## config.mk

```make
export PLATFORM = sky130hd
export DESIGN_NAME = countdown_timer
export DESIGN_NICKNAME = d
export VERILOG_FILES = /design/src/rtl/countdown_timer.sv
export SDC_FILE = /design/constraint.sdc
export NUM_CORES = 1
export LEC_CHECK = 0
export CAP_MARGIN = 20
export CORE_MARGIN = 8
export CORE_UTILIZATION = 53
export CTS_CLUSTER_DIAMETER = 60
export DETAILED_ROUTE_END_ITERATION = 6
export GPL_TIMING_DRIVEN = 0
export PLACE_DENSITY = 0.9
export SYNTH_ARGS = -nofsm -noshare
export SYNTH_HDL_FRONTEND = slang
export SYNTH_SLANG_ARGS = --single-unit
export TNS_END_PERCENT = 10
```

## constraint.sdc

```tcl
create_clock -name clk_10000Hz -period 2.8 [get_ports clk_10000Hz]
set_input_delay 0.56 -clock clk_10000Hz [delete_from_list [all_inputs] [get_ports clk_10000Hz]]
set_output_delay 0.56 -clock clk_10000Hz [all_outputs]
set_load 0.005 [all_outputs]
```

## src/rtl/countdown_timer.sv

```systemverilog
// Countdown timer: BCD mm:ss display counted down from a loaded preset,
// with run/pause control and an expiry level plus one-cycle strobe.
module countdown_timer #(
    parameter int TICKS_PER_SEC = 10000
) (
    input  logic       clk_10000Hz,
    input  logic       reset,
    input  logic       load,
    input  logic [6:0] preset_min,
    input  logic [5:0] preset_sec,
    input  logic       start_stop,
    output logic [3:0] min_tens,
    output logic [3:0] min_ones,
    output logic [3:0] sec_tens,
    output logic [3:0] sec_ones,
    output logic [13:0] sub_cnt,
    output logic       running,
    output logic       expired,
    output logic       expired_pulse
);

    localparam logic [1:0] S_IDLE    = 2'd0;
    localparam logic [1:0] S_RUN     = 2'd1;
    localparam logic [1:0] S_PAUSE   = 2'd2;
    localparam logic [1:0] S_EXPIRED = 2'd3;

    localparam logic [13:0] LAST_TICK = 14'(TICKS_PER_SEC - 1);

    logic [1:0] state;

    logic [6:0] min_c;
    logic [5:0] sec_c;
    logic [3:0] ld_mt, ld_mo, ld_st, ld_so;
    logic [3:0] dec_mt, dec_mo, dec_st, dec_so;
    logic       is_zero, at_one;

    // Preset clamp and binary-to-BCD split
    always_comb begin
        min_c = (preset_min > 7'd99) ? 7'd99 : preset_min;
        sec_c = (preset_sec > 6'd59) ? 6'd59 : preset_sec;
        ld_mt = 4'(min_c / 7'd10);
        ld_mo = 4'(min_c % 7'd10);
        ld_st = 4'(sec_c / 6'd10);
        ld_so = 4'(sec_c % 6'd10);
    end

    // One-second BCD decrement with borrow chain
    always_comb begin
        dec_mt = min_tens;
        dec_mo = min_ones;
        dec_st = sec_tens;
        dec_so = sec_ones;
        if (sec_ones != 4'd0) begin
            dec_so = sec_ones - 4'd1;
        end else begin
            dec_so = 4'd9;
            if (sec_tens != 4'd0) begin
                dec_st = sec_tens - 4'd1;
            end else begin
                dec_st = 4'd5;
                if (min_ones != 4'd0) begin
                    dec_mo = min_ones - 4'd1;
                end else begin
                    dec_mo = 4'd9;
                    if (min_tens != 4'd0)
                        dec_mt = min_tens - 4'd1;
                end
            end
        end
    end

    assign is_zero = ({min_tens, min_ones, sec_tens, sec_ones} == 16'h0000);
    assign at_one  = ({min_tens, min_ones, sec_tens, sec_ones} == 16'h0001);

    always_ff @(posedge clk_10000Hz or posedge reset) begin
        if (reset) begin
            state         <= S_IDLE;
            min_tens      <= 4'd0;
            min_ones      <= 4'd0;
            sec_tens      <= 4'd0;
            sec_ones      <= 4'd0;
            sub_cnt       <= 14'd0;
            expired_pulse <= 1'b0;
        end else if (load) begin
            state         <= S_IDLE;
            min_tens      <= ld_mt;
            min_ones      <= ld_mo;
            sec_tens      <= ld_st;
            sec_ones      <= ld_so;
            sub_cnt       <= 14'd0;
            expired_pulse <= 1'b0;
        end else begin
            expired_pulse <= 1'b0;
            case (state)
                S_IDLE: begin
                    if (start_stop && !is_zero) begin
                        state   <= S_RUN;
                        sub_cnt <= 14'd0;
                    end
                end
                S_RUN: begin
                    // A pause request beats a coincident wrap
                    if (start_stop) begin
                        state <= S_PAUSE;
                    end else if (sub_cnt == LAST_TICK) begin
                        sub_cnt  <= 14'd0;
                        min_tens <= dec_mt;
                        min_ones <= dec_mo;
                        sec_tens <= dec_st;
                        sec_ones <= dec_so;
                        if (at_one) begin
                            state         <= S_EXPIRED;
                            expired_pulse <= 1'b1;
                        end
                    end else begin
                        sub_cnt <= sub_cnt + 14'd1;
                    end
                end
                S_PAUSE: begin
                    if (start_stop)
                        state <= S_RUN;
                end
                default: ;
            endcase
        end
    end

    assign running = (state == S_RUN);
    assign expired = (state == S_EXPIRED);

endmodule
```

==> results.cfg, run 1 <==
[clock_tree]
htreeDepth = 2
holdBufCountCts = 0
insertion_delay_ns = 0.29
cts_inserted_buffers = 5
cts_root_buffer = clkbuf_8
clk_pin_slew_ns = 0.07
clockBufferDepth = 2
clock-sinks = 33
cts_tree = yes

[sta]
fin_skew_ns = 0.00962
max_clock_freq_ghz = 0.299
hold_viol_final = 0
holdWs_ns = 0.547
worst_pin_slew_ns = 0.714
worst_slack_ns = -0.545
period_minus_slack_ns = 3.34
finalCritPeriodShare_pct = 119
slew_headroom_pct = 52.4
rsz0062_at_grt = true
slew_violations = 0
setup_violations = 4

[floorplan]
die-area_um2 = 7560
num_rows = 26
io_pins = 50
die-width_um = 86.9
start_util_pct = 53.6
core_um2 = 4980
die_y_um = 86.9

[finish]
final_area_um2 = 3740
final_core_util_pct = 75.1
drive_gt1_share_pct = 19.7
area_growth_syn_to_layout_pct = 40.2
num_antenna_cells = 0
nets = 425

[yosys]
synth_area_um2 = 2670
synth_xor_area_share_pct = 2.63
synth.top_cells.by_count = dfrtp_1 (33), nor2_1 (30), nand2_1 (25), o21ai_0 (23)
synth_top_family_by_area = simple AND/OR/NAND/NOR gates
synth_cell_types = 60
yosysTopAreaCellShare_pct = 31.0
yosys.area.top_type = dfrtp_1
synth_edf_count = 0
syn_avg_cell_area_um2 = 8.08
synth_flop_cell = dfrtp_1
synth_seq_cells = 33
synth_nets = 355
synthMuxAreaShare_pct = 4.03
synthCells = 330
synth-simple-area-share_pct = 31.8
synth-compound-area-share_pct = 22.3
synth-adder-area-share_pct = 4.13
async_flop_share_pct = 100
yosysMostFrequentCell = dfrtp_1
synth.top_cells.by_area = dfrtp_1 (31%), o21ai_0 (4.3%), nor2_1 (4.2%)
ys_warn_count = 0
ys_seq_area_share_pct = 31.0

[route]
drcViolationCount = 0
dr.first_iter.drc_count = 218
avgViaCountPerCell = 6.20
drt_pre_antenna_iters = 5
met2_length_mm = 4.29
drt_wl_total_mm = 8.47
highest_layer = met4
wire_per_inst_um = 18.0
route.met3.wl_um = 512
vias = 2921
drtAntennaViolNets = 0
wl_met1_mm = 3.30

[critical_path]
crit_path_frequent_cell = ha_4
cp-end-kind = flop
critPathKind = in -> reg
crit_fanout = 6
worstPathRequired_ns = 2.99
cpPeakStageDelay_ns = 0.28
r2r_slack_ns = 0.05
cp_top_family = compound AO/OA/AOI/OAI gates
cp-start-kind = primary input
slowest_stage = a31oi_2
arrival_ns = 3.53
path_cells = buf_8, buf_8, nand2_4, and2_4, ha_4, o21a_1, o21ai_4, ha_4, nor2_4, o41ai_2, a31oi_2, nand3_2, a21oi_2, nor2_2, a31oi_4, ha_4, o21ai_4, a31oi_4, o21ai_2, mux2_4
path_buf_inv = 2

[grt]
grt_overflow = 0
grt_max_degree = 20
grt_pass1_wl_mm = 14.1
grt_usage_pct = 23.2
grt_pass1_vias = 2961
antenna_found_initial = 0

[place]
postPlaceCellArea_um2 = 3360
gp_congestion = 0.897
hpwl_mm = 5.36
port_buffers = 48

[outcome]
violations = setup timing
outcome = finished with violations

[power_and_ir_drop]
cellPowerDensity_nw_per_um2 = 408
irDropWorstVdd_uv = 302
leakage_uw = 0.00150

[run]
maxCapViolCount = 0

[hold_path]
hold_class = reg -> reg
-- metal layers --
layer  vias to the layer above  GRT usage, %
li1                       1355             -
met1                      1383          26.5
met2                       142          39.6
met3                        41          4.43
met4                         0          12.8
met5                         -             0
-- final timing paths --
path / startpoint / end / cells after the start
worst min register to register: sub_cnt[10]$_DFFE_PP0P_ / sub_cnt[10]$_DFFE_PP0P_ / 1
worst min-delay path: sub_cnt[10]$_DFFE_PP0P_ / sub_cnt[10]$_DFFE_PP0P_ / 1
worst max register to register: min_tens[0]$_DFFE_PP0P_ / sub_cnt[8]$_DFFE_PP0P_ / 9
worst max-delay path: preset_min[6] / min_tens[0]$_DFFE_PP0P_ / 20
max in group asynchronous: reset / sec_ones[2]$_DFFE_PP0P_ / 3
min in group asynchronous: reset / sub_cnt[12]$_DFFE_PP0P_ / 2
-- flip-flops by register name, indices dropped and copies added (netlist names) --
signal / count
sec_tens: 4
state: 2
min_ones: 4
min_tens: 4
sec_ones: 4
expired_pulse: 1
sub_cnt: 14
-- through the flow --
stage,worst slack [ns],power (uW),TNS [ns],instances
after floorplan,-0.588,857,-2.18,330
after global placement,-1.38,1030,-8.00,448
after detailed placement,-1.46,1050,-8.90,449
after CTS,-0.450,1480,-1.74,470
after global routing,-0.628,1610,-3.35,471
final,-0.545,1520,-1.97,471
-- repair_timing --
action,4_1_cts,5_1_grt
gates resized for setup,41,12
setup endpoints to repair,9,17
pin swaps,15,3
buffers inserted,14,1
-- where the power goes --
| group | internal, uW | switching, uW | total [uW] |
|---|---|---|---|
| registers | 518 | 68.8 | 587 |
| clock network | 172 | 189 | 362 |
| logic | 293 | 282 | 576 |
| total | 984 | 541 | 1520 |
-- area by class of cell --
type	count	area [um2]
clock buffer	6	72.6
buffer	12	65.1
inverter	16	62.6
multi-input combinational	268	1980
tap	70	87.6
clock inverter	2	10.0
fill	341	1240
sequential	33	826
timing repair buffer	64	631
-- cells by family after synthesis --
family,after synthesis
xor gates and xnor gates,8
AOI/OAI and AO/OA,95
adders and majority gates,9
DFF,33
and+or+nand+nor,146
muxes,10
buffers and inverters,29
-- layout by cell type, fill, tap and decap left out, drive strengths merged, types with 5 or more instances in the layout --
| cell | instances |
|---|---|
| a31oi | 8 |
| buf | 21 |
| ha | 8 |
| inv | 16 |
| nor3 | 12 |
| o31ai | 8 |
| mux2 | 6 |
| dfrtp | 33 |
| clkdlybuf4s50 | 44 |
| and3 | 8 |
| a211oi | 7 |
| and2 | 8 |
| clkbuf | 16 |
| nor2b | 9 |
| o21ai | 35 |
| nor3b | 5 |
| nor2 | 31 |
| a21oi | 15 |
| nand2 | 25 |
| nand2b | 7 |
| nand4b | 5 |
| nand3 | 14 |
No activity file was read; power rests on OpenSTA's default activity.
==> inputs of run 2 (changes only) <==
--- a/config.mk
+++ b/config.mk
@@ -12,6 +12,7 @@
 export DETAILED_ROUTE_END_ITERATION = 6
 export GPL_TIMING_DRIVEN = 0
 export PLACE_DENSITY = 0.9
+export REMOVE_ABC_BUFFERS = 1
 export SYNTH_ARGS = -nofsm -noshare
 export SYNTH_HDL_FRONTEND = slang
 export SYNTH_SLANG_ARGS = --single-unit
==> constraint.sdc (replaced) <==
create_clock -name clk_10000Hz -period 2.8 [get_ports clk_10000Hz]
set_input_delay 0.56 -clock clk_10000Hz [delete_from_list [all_inputs] [get_ports clk_10000Hz]]
set_output_delay 0.56 -clock clk_10000Hz [all_outputs]
set_load 0.1 [all_outputs]
==> run 2 against run 1 <==
The flow still finishes with violations (setup timing). Sequential share of layout area increased by 0.12 points. Largest power group is now combinational logic. Critical path type unchanged. Critical path depth decreased by 7. Power increased by 21%.
==> results.cfg, run 2 (same netlist as run 1, synthesis figures left out) <==
[clock_tree]
cts_tree = yes
clockBufferDepth = 2
cts_root_buffer = clkbuf_8
clock-sinks = 33
insertion_delay_ns = 0.29
clk_pin_slew_ns = 0.07
holdBufCountCts = 0
cts_inserted_buffers = 5
htreeDepth = 2

[finish]
final_common_cell = clkdlybuf4s50_1
drive_gt1_share_pct = 21.4
nets = 422
regMostFlops = sub_cnt
num_antenna_cells = 0
stdcell_count = 467
largest_reg_flops = 14
area_growth_syn_to_layout_pct = 39.4
final_core_util_pct = 74.7
final_cell_mix = clkdlybuf4s50_1 (43), dfrtp_1 (33), nor2_1 (29)

[sta]
setup_violations = 4
hold_viol_final = 0
rsz0062_at_grt = true
slew_headroom_pct = 32.7
timing.setup.tns_ns = -1.98
period_minus_slack_ns = 3.35
fin_skew_ns = 0.00532
worst_pin_slew_ns = 1.01
holdWs_ns = 0.534
max_clock_freq_ghz = 0.298
worst_slack_ns = -0.553
finalCritPeriodShare_pct = 120
slew_violations = 0

[critical_path]
r2r_cells = 6
reg2reg_from = sub_cnt[5]$_DFFE_PP0P_
cp-end-kind = flop
cp-start-kind = primary input
timing.rr.end = min_tens[3]$_DFFE_PP0P_
crit_fanout = 4
worstPathRequired_ns = 3.01
critPathKind = in -> reg
r2r_slack_ns = 0.17
arrival_ns = 3.56

[grt]
grt_overflow = 0
antenna_found_initial = 0
grt_pass1_vias = 2816
grt_max_degree = 30
grt_usage_pct = 21.4
grt_pass1_wl_mm = 13.1

[hold_path]
hold_start = sub_cnt[12]$_DFFE_PP0P_
hold_path_end = sub_cnt[12]$_DFFE_PP0P_
hold_class = reg -> reg
hold_depth = 1

[floorplan]
io_pins = 50
core_um2 = 4980
die-width_um = 86.9
start_util_pct = 53.6
die-area_um2 = 7560
die_y_um = 86.9
num_rows = 26

[outcome]
outcome = finished with violations
violations = setup timing

[place]
gp_congestion = 0.823
preCtsSetupSlack_ns = -2.03
place_inst = 437
hpwl_mm = 5.10
port_buffers = 49

[route]
drcViolationCount = 0
dr.first_iter.drc_count = 276
drtAntennaViolNets = 0
avgViaCountPerCell = 6.27
wire_per_inst_um = 18.6
vias = 2929
drt_pre_antenna_iters = 5
drt_wl_total_mm = 8.69

[run]
maxCapViolCount = 0

[power_and_ir_drop]
cellPowerDensity_nw_per_um2 = 496
irDropWorstVdd_uv = 409
leakage_uw = 0.00152
run 2: cell count changes in the layout (fill, tap and decap cells not counted), moves of 2 or more:
cell	delta
a31oi_1	+2
a31oi_4	-2
buf_12	+2
buf_4	+8
buf_6	-3
clkbuf_1	-9
clkinv_2	-2
o21ai_2	+2
run 2: per-layer routing:
metal	track usage, %	vias to the layer above	routed length, um
met1	24.5	1406	3500
met4	11.0	0	346
met2	36.8	129	4350
li1	-	1355	-
met3	4.25	39	498
met5	0	-	0
run 2: what timing repair did:
action	CTS	global route
pin swaps	19	11
resized for setup	62	15
setup buffers	17	5
endpoints found under the setup margin	23	18
run 2: report_power, final:
| part | leakage (uW) | internal, uW | switching [uW] |
|---|---|---|---|
| Combinational | 0.00105 | 295 | 593 |
| Sequential | 0.000426 | 519 | 68.6 |
| Clock | 0.0000443 | 195 | 175 |
| Total | 0.00152 | 1010 | 837 |
run 2: worst max path at each step:
stage	startpoint	to	slack [ns]
after floorplan	preset_min[6]	min_ones[1]$_DFFE_PP0P_	-0.77
after global placement	preset_min[6]	min_ones[2]$_DFFE_PP0P_	-1.89
after detailed placement	preset_min[5]	min_ones[2]$_DFFE_PP0P_	-2.03
after CTS	preset_min[5]	min_ones[3]$_DFFE_PP0P_	-0.31
after global routing	preset_min[3]	min_ones[3]$_DFFE_PP0P_	-0.65
final	preset_min[3]	min_ones[3]$_DFFE_PP0P_	-0.55
run 2: layout make-up:
class | instances | area [um2]
clock buffers | 7 | 86.3
fillers | 343 | 1260
inverters | 16 | 62.6
multi-input cells | 268 | 1930
flip-flops and latches | 33 | 826
well taps | 70 | 87.6
repair buffers | 73 | 728
run 2: critical path, cell delays in order:
cell             delay, ns
clkdlybuf4s50_1       0.61
a21boi_4              0.28
ha_4                  0.18
or3b_4                0.41
o22ai_4               0.17
a21oi_2               0.08
nor2_1                0.13
a31oi_1               0.08
ha_2                  0.25
buf_6                 0.13
nor4_1                0.30
o21ai_1               0.15
a41oi_2               0.23
run 2: through the flow:
stage                     cell area (um2)  power, uW
after floorplan                      2620       1130
final                                3720       1840
after global placement               3200       1310
after detailed placement             3220       1330
after global routing                 3720       1910
after CTS                            3600       1770
